`config.mk`:
```
export PLATFORM = sky130hd
export DESIGN_NAME = multicycle_sequencer
export DESIGN_NICKNAME = d
export VERILOG_FILES = /design/src/rtl/multicycle_sequencer.sv
export SDC_FILE = /design/constraint.sdc
export NUM_CORES = 1
export LEC_CHECK = 0
export CORE_ASPECT_RATIO = 1.2
export CORE_MARGIN = 5
export CORE_UTILIZATION = 43
export CTS_CLUSTER_SIZE = 20
export DETAILED_ROUTE_END_ITERATION = 10
export GPL_TIMING_DRIVEN = 0
export PLACE_DENSITY_LB_ADDON = 0.25
export SLEW_MARGIN = 20
export SYNTH_ARGS = -nofsm -noshare
export SYNTH_HDL_FRONTEND = slang
export SYNTH_SLANG_ARGS = --single-unit
```
`constraint.sdc`:
```
create_clock -name clk -period 2 [get_ports clk]
set_clock_uncertainty 0.15 [all_clocks]
set_input_delay 0.2 -clock clk [delete_from_list [all_inputs] [get_ports clk]]
set_output_delay 0.2 -clock clk [all_outputs]
set_load 0.01 [all_outputs]
```
`src/rtl/multicycle_sequencer.sv`:
```
// rtl/multicycle_sequencer.sv - multi-cycle fetch/decode/exec/mem/wb sequencer with memory timeout trap
module multicycle_sequencer #(
    parameter int                  PC_WIDTH    = 32,
    parameter logic [PC_WIDTH-1:0] RESET_PC    = '0,
    parameter int                  MEM_TIMEOUT = 15
) (
    input  logic                clk,
    input  logic                rst_n,
    input  logic                run,
    output logic                imem_req,
    input  logic                imem_ready,
    input  logic [31:0]         imem_rdata,
    output logic [31:0]         ir,
    input  logic                regRW,
    input  logic                MRW,
    input  logic                WB,
    input  logic                PCsrc,
    input  logic                br_taken,
    input  logic [PC_WIDTH-1:0] pc_target,
    output logic [PC_WIDTH-1:0] pc,
    output logic                reg_we,
    output logic                dmem_req,
    output logic                dmem_we,
    input  logic                dmem_ready,
    output logic [2:0]          state,
    output logic [15:0]         retired,
    output logic                fault
);

    typedef enum logic [2:0] {
        S_IDLE   = 3'd0,
        S_FETCH  = 3'd1,
        S_DECODE = 3'd2,
        S_EXEC   = 3'd3,
        S_MEM    = 3'd4,
        S_WB     = 3'd5,
        S_FAULT  = 3'd6
    } state_t;

    localparam int CW = (MEM_TIMEOUT > 1) ? $clog2(MEM_TIMEOUT + 1) : 1;

    state_t              st, nxt;
    logic [CW-1:0]       wait_cnt;
    logic                take_q;
    logic [PC_WIDTH-1:0] tgt_q;
    logic                retire, mem_req_now, mem_ready, timeout, take;
    logic [PC_WIDTH-1:0] tgt, pc_next;

    always_comb begin
        mem_req_now = (st == S_FETCH) || (st == S_MEM);
        mem_ready   = (st == S_FETCH) ? imem_ready : dmem_ready;
        timeout     = (MEM_TIMEOUT != 0) && mem_req_now && !mem_ready &&
                      (int'(wait_cnt) + 1 >= MEM_TIMEOUT);

        // A jump retires in EXEC itself, so it uses the live branch inputs there.
        take    = (st == S_EXEC) ? (PCsrc | br_taken) : take_q;
        tgt     = (st == S_EXEC) ? pc_target : tgt_q;
        pc_next = take ? tgt : pc + PC_WIDTH'(4);

        retire = 1'b0;
        nxt    = st;
        case (st)
            S_IDLE:   nxt = run ? S_FETCH : S_IDLE;
            S_FETCH: begin
                if (imem_ready)   nxt = S_DECODE;
                else if (timeout) nxt = S_FAULT;
            end
            S_DECODE: nxt = S_EXEC;
            S_EXEC: begin
                if (MRW || WB) nxt = S_MEM;
                else if (regRW) nxt = S_WB;
                else retire = 1'b1;
            end
            S_MEM: begin
                if (dmem_ready) begin
                    if (WB && !MRW) nxt = S_WB;
                    else retire = 1'b1;
                end else if (timeout) begin
                    nxt = S_FAULT;
                end
            end
            S_WB:     retire = 1'b1;
            S_FAULT:  nxt = S_FAULT;
            default:  nxt = S_FAULT;
        endcase
        if (retire) nxt = run ? S_FETCH : S_IDLE;
    end

    always_ff @(posedge clk or negedge rst_n) begin
        if (!rst_n) begin
            st       <= S_IDLE;
            pc       <= RESET_PC;
            ir       <= '0;
            retired  <= '0;
            wait_cnt <= '0;
            take_q   <= 1'b0;
            tgt_q    <= '0;
            imem_req <= 1'b0;
            dmem_req <= 1'b0;
            dmem_we  <= 1'b0;
            reg_we   <= 1'b0;
            fault    <= 1'b0;
        end else begin
            st       <= nxt;
            imem_req <= (nxt == S_FETCH);
            dmem_req <= (nxt == S_MEM);
            dmem_we  <= (nxt == S_MEM) && MRW;
            reg_we   <= (nxt == S_WB);
            fault    <= (nxt == S_FAULT);

            if (st == S_FETCH && imem_ready) ir <= imem_rdata;
            if (st == S_EXEC) begin
                take_q <= PCsrc | br_taken;
                tgt_q  <= pc_target;
            end
            if (retire) begin
                pc      <= pc_next;
                retired <= retired + 16'd1;
            end

            // Any state change restarts the wait budget; only stalled requests count.
            if (nxt != st)                      wait_cnt <= '0;
            else if (mem_req_now && !mem_ready) wait_cnt <= wait_cnt + 1'b1;
        end
    end

    assign state = st;

endmodule
```
==> flow_summary.toml <==
[yosys]
syn_area_mm2 = 0.005705
yosys-top-cells-count = "dfrtp_1 (125), mux2_2 (66), a21oi_1 (46)"
syn_area_per_cell_um2 = 11.30
netlist.area_leader.share_pct = 54.82
synthFlopType = "dfrtp_1"
synth_nets = 583
synth_edf_count = 0
yosysWarnings = 0
synth.distinct_cells = 58
ys_ff_latch = 125
synth_top_cell_by_area = "dfrtp_1"
async_reset_ff_share_pct = 100.0
yosys-top-cells-area = "dfrtp_1 (55%), mux2_2 (13%), a21oi_1 (4.0%)"
synth_most_common_cell = "dfrtp_1"
synthCells = 505
yosysSeqAreaShare_pct = 54.82

[critical_path]
required_ps = 2160
path_max_fanout = 5
startpoint = "wait_cnt[0]"
ff2ff_setup_slack_ps = -100
regToRegStartpoint = "wait_cnt[0]"
critPathLaunchType = "flip-flop"
cp.arrival_ps = 2260
crit_type = "reg2reg"
endpoint_kind = "flip-flop"
rr_endpoint = "wait_cnt[1]"
reg2reg_depth = 8

[final_layout]
drive_gt1_share_pct = 35.36
final_nets = 820
fin_util_pct = 70.65
syn_to_final_growth_pct = 62.50
n_fill_cell = 928
regArea_mm2 = 0.003144
multi_input_area_mm2 = 0.002875
diodes = 0
postLayoutCellArea_mm2 = 0.009271

[routing]
drc = 0
drt_iter0_drc = 346
met3WireLength_um = 1100
route.met2.wl_um = 9296
wl_per_cell_um = 19.42
vias = 5096
dr.pass1.iters = 5
wirelength_um = 17920
top_layer_used = "met4"
avgViaCountPerCell = 5.521
ant_nets = 0
wl_met1_um = 7143

[place]
gp_congestion = 0.8459
io_buffer_count = 161
dp_hpwl_um = 11710
post-place-ws_ps = -780.9
place_area_mm2 = 0.007631

[grt]
grt_pass1_wl_um = 27670
antenna_found_initial = 0
overflow = 0
grt_max_degree = 77
grt_pass1_vias = 5403
track_usage_pct = 22.69

[die]
initial_utilization_pct = 43.48
die_x_um = 115.2
placementRows = 46
die_area_mm2 = 0.01568
core_area_mm2 = 0.01312
die_height_um = 136.2
ioPinCount = 162

[sta]
finalCritPeriodShare_pct = 105.0
fmax_mhz = 476.3
maxSlewViolCount = 0
rsz0062_at_grt = "true"
worst_slack_ps = -99.70
min_period_ps = 2100
hold_viol = 0
max_slew.worst_pin.slew_ps = 692.6
max_slew_margin_pct = 53.83
setup_violations = 20

[power_and_ir_drop]
p_leak_nw = 3.788
power.density_mw_per_mm2 = 1655
total_power_mw = 15.34
ir_drop_uv = 818.5

[worst_hold_path]
worstHoldPathType = "in2async"

[run_status]
outcome = "finished, violations left"
violations = "setup timing"

[cts]
h-tree-depth = 4
cts_buffer_depth = 2
clockRootBuffer = "clkbuf_16"
clkLatencyLatePin_ps = 420
cts_tree = "built"
cts_sinks = 125
path_clk_slew_ps = 60
numCtsBuffers = 17

[run]
cap_violations = 0
==> flip-flops by register name, indices dropped and copies added (netlist names) <==
| signal | cells |
|---|---|
| take_q | 1 |
| reg_we | 1 |
| dmem_we | 1 |
| ir | 32 |
| tgt_q | 32 |
| retired | 16 |
| wait_cnt | 4 |
| dmem_req | 1 |
| fault | 1 |
| pc | 32 |
| imem_req | 1 |
| state | 3 |
==> stage by stage <==
stage / cells / hold slack, ps / setup TNS [ps]
2_1_floorplan: 505 / -245.6 / -45.58
3_3_place_gp: 834 / 313.8 / -555040
3_5_place_dp: 835 / 125.8 / -37030
4_1_cts: 903 / 237.9 / -153.9
5_1_grt: 923 / 247.1 / -3441
6_report: 923 / 248.7 / -635.0
==> worst max-delay path by stage <==
| stage | endpoint | slack, ps |
|---|---|---|
| 2_1_floorplan | wait_cnt[1] | -10 |
| 3_3_place_gp | tgt_q[7] | -4180 |
| 3_5_place_dp | pc[24] | -780 |
| 4_1_cts | wait_cnt[1] | -70 |
| 5_1_grt | wait_cnt[1] | -190 |
| 6_report | wait_cnt[1] | -100 |
==> area by class of cell <==
| class | count | area share [%] |
|---|---|---|
| Inverter | 8 | 0.4049 |
| Timing Repair Buffer | 218 | 22.73 |
| Multi-Input combinational cell | 348 | 31.01 |
| Tap cell | 168 | 2.267 |
| Sequential cell | 125 | 33.91 |
| Clock inverter | 14 | 2.078 |
| Buffer | 24 | 2.861 |
| Clock buffer | 18 | 4.737 |
==> layout by cell type, fill, tap and decap left out, types with 5 or more instances in the layout <==
cell type        netlist  layout
clkdlybuf4s50_1        0     160
dfrtp_1              125     112
mux2_2                66      64
buf_4                  1      55
a21oi_1               46      38
nand2_1               39      33
nor2_1                25      19
o21ai_0               29      18
clkbuf_16              0      17
nand3_1               23      15
buf_6                  0      14
xnor2_1               14      13
dfrtp_2                0      13
o22ai_1               13      10
and3_1                 9       8
o21ai_1                1       8
a21oi_2                0       7
nand2_2                0       6
nand4_1                6       6
clkinvlp_4             0       6
nor3_1                11       5
inv_1                  7       5
nand3_2                1       5
xor2_1                 6       5
==> power by group <==
part           leakage (nW)  internal (mW)  total (mW)  switching (mW)
combinational          2.01           4.05        7.58            3.52
sequential             1.49           3.68        4.48           0.805
clock                 0.291           2.12        3.28            1.17
==> cells by family after synthesis <==
logic type      after synthesis  share of synthesized area (%)
simple gates                138                          12.72
flops                       125                          54.82
compound gates              117                          12.41
mux                          68                          13.38
buf+inv                      32                          2.434
xor+xnor                     21                          3.355
fa+ha+maj                     4                         0.8772
==> repair_timing <==
action	in CTS	in global routing
hold endpoints to repair	75	0
pin swaps	23	27
resized for setup	76	89
buffers inserted	35	20
hold buffers	1	0
endpoints found under the setup margin	84	79
==> metal layers <==
layer / track usage, % / vias to the layer above
met3: 5.387 / 36
met4: 9.132 / 0
met1: 27.28 / 2538
li1: - / 2308
met5: 0 / -
met2: 38.96 / 214
==> critical path: stages, from the launching register on <==
cell and delay [ps]:
dfrtp_2 430, inv_2 70, ha_4 290, nor2_4 40, o21ai_4 160, o21ai_2 90, a221oi_2 300, o2111ai_2 220
nor4b_2 260
No activity file was read; power rests on OpenSTA's default activity.
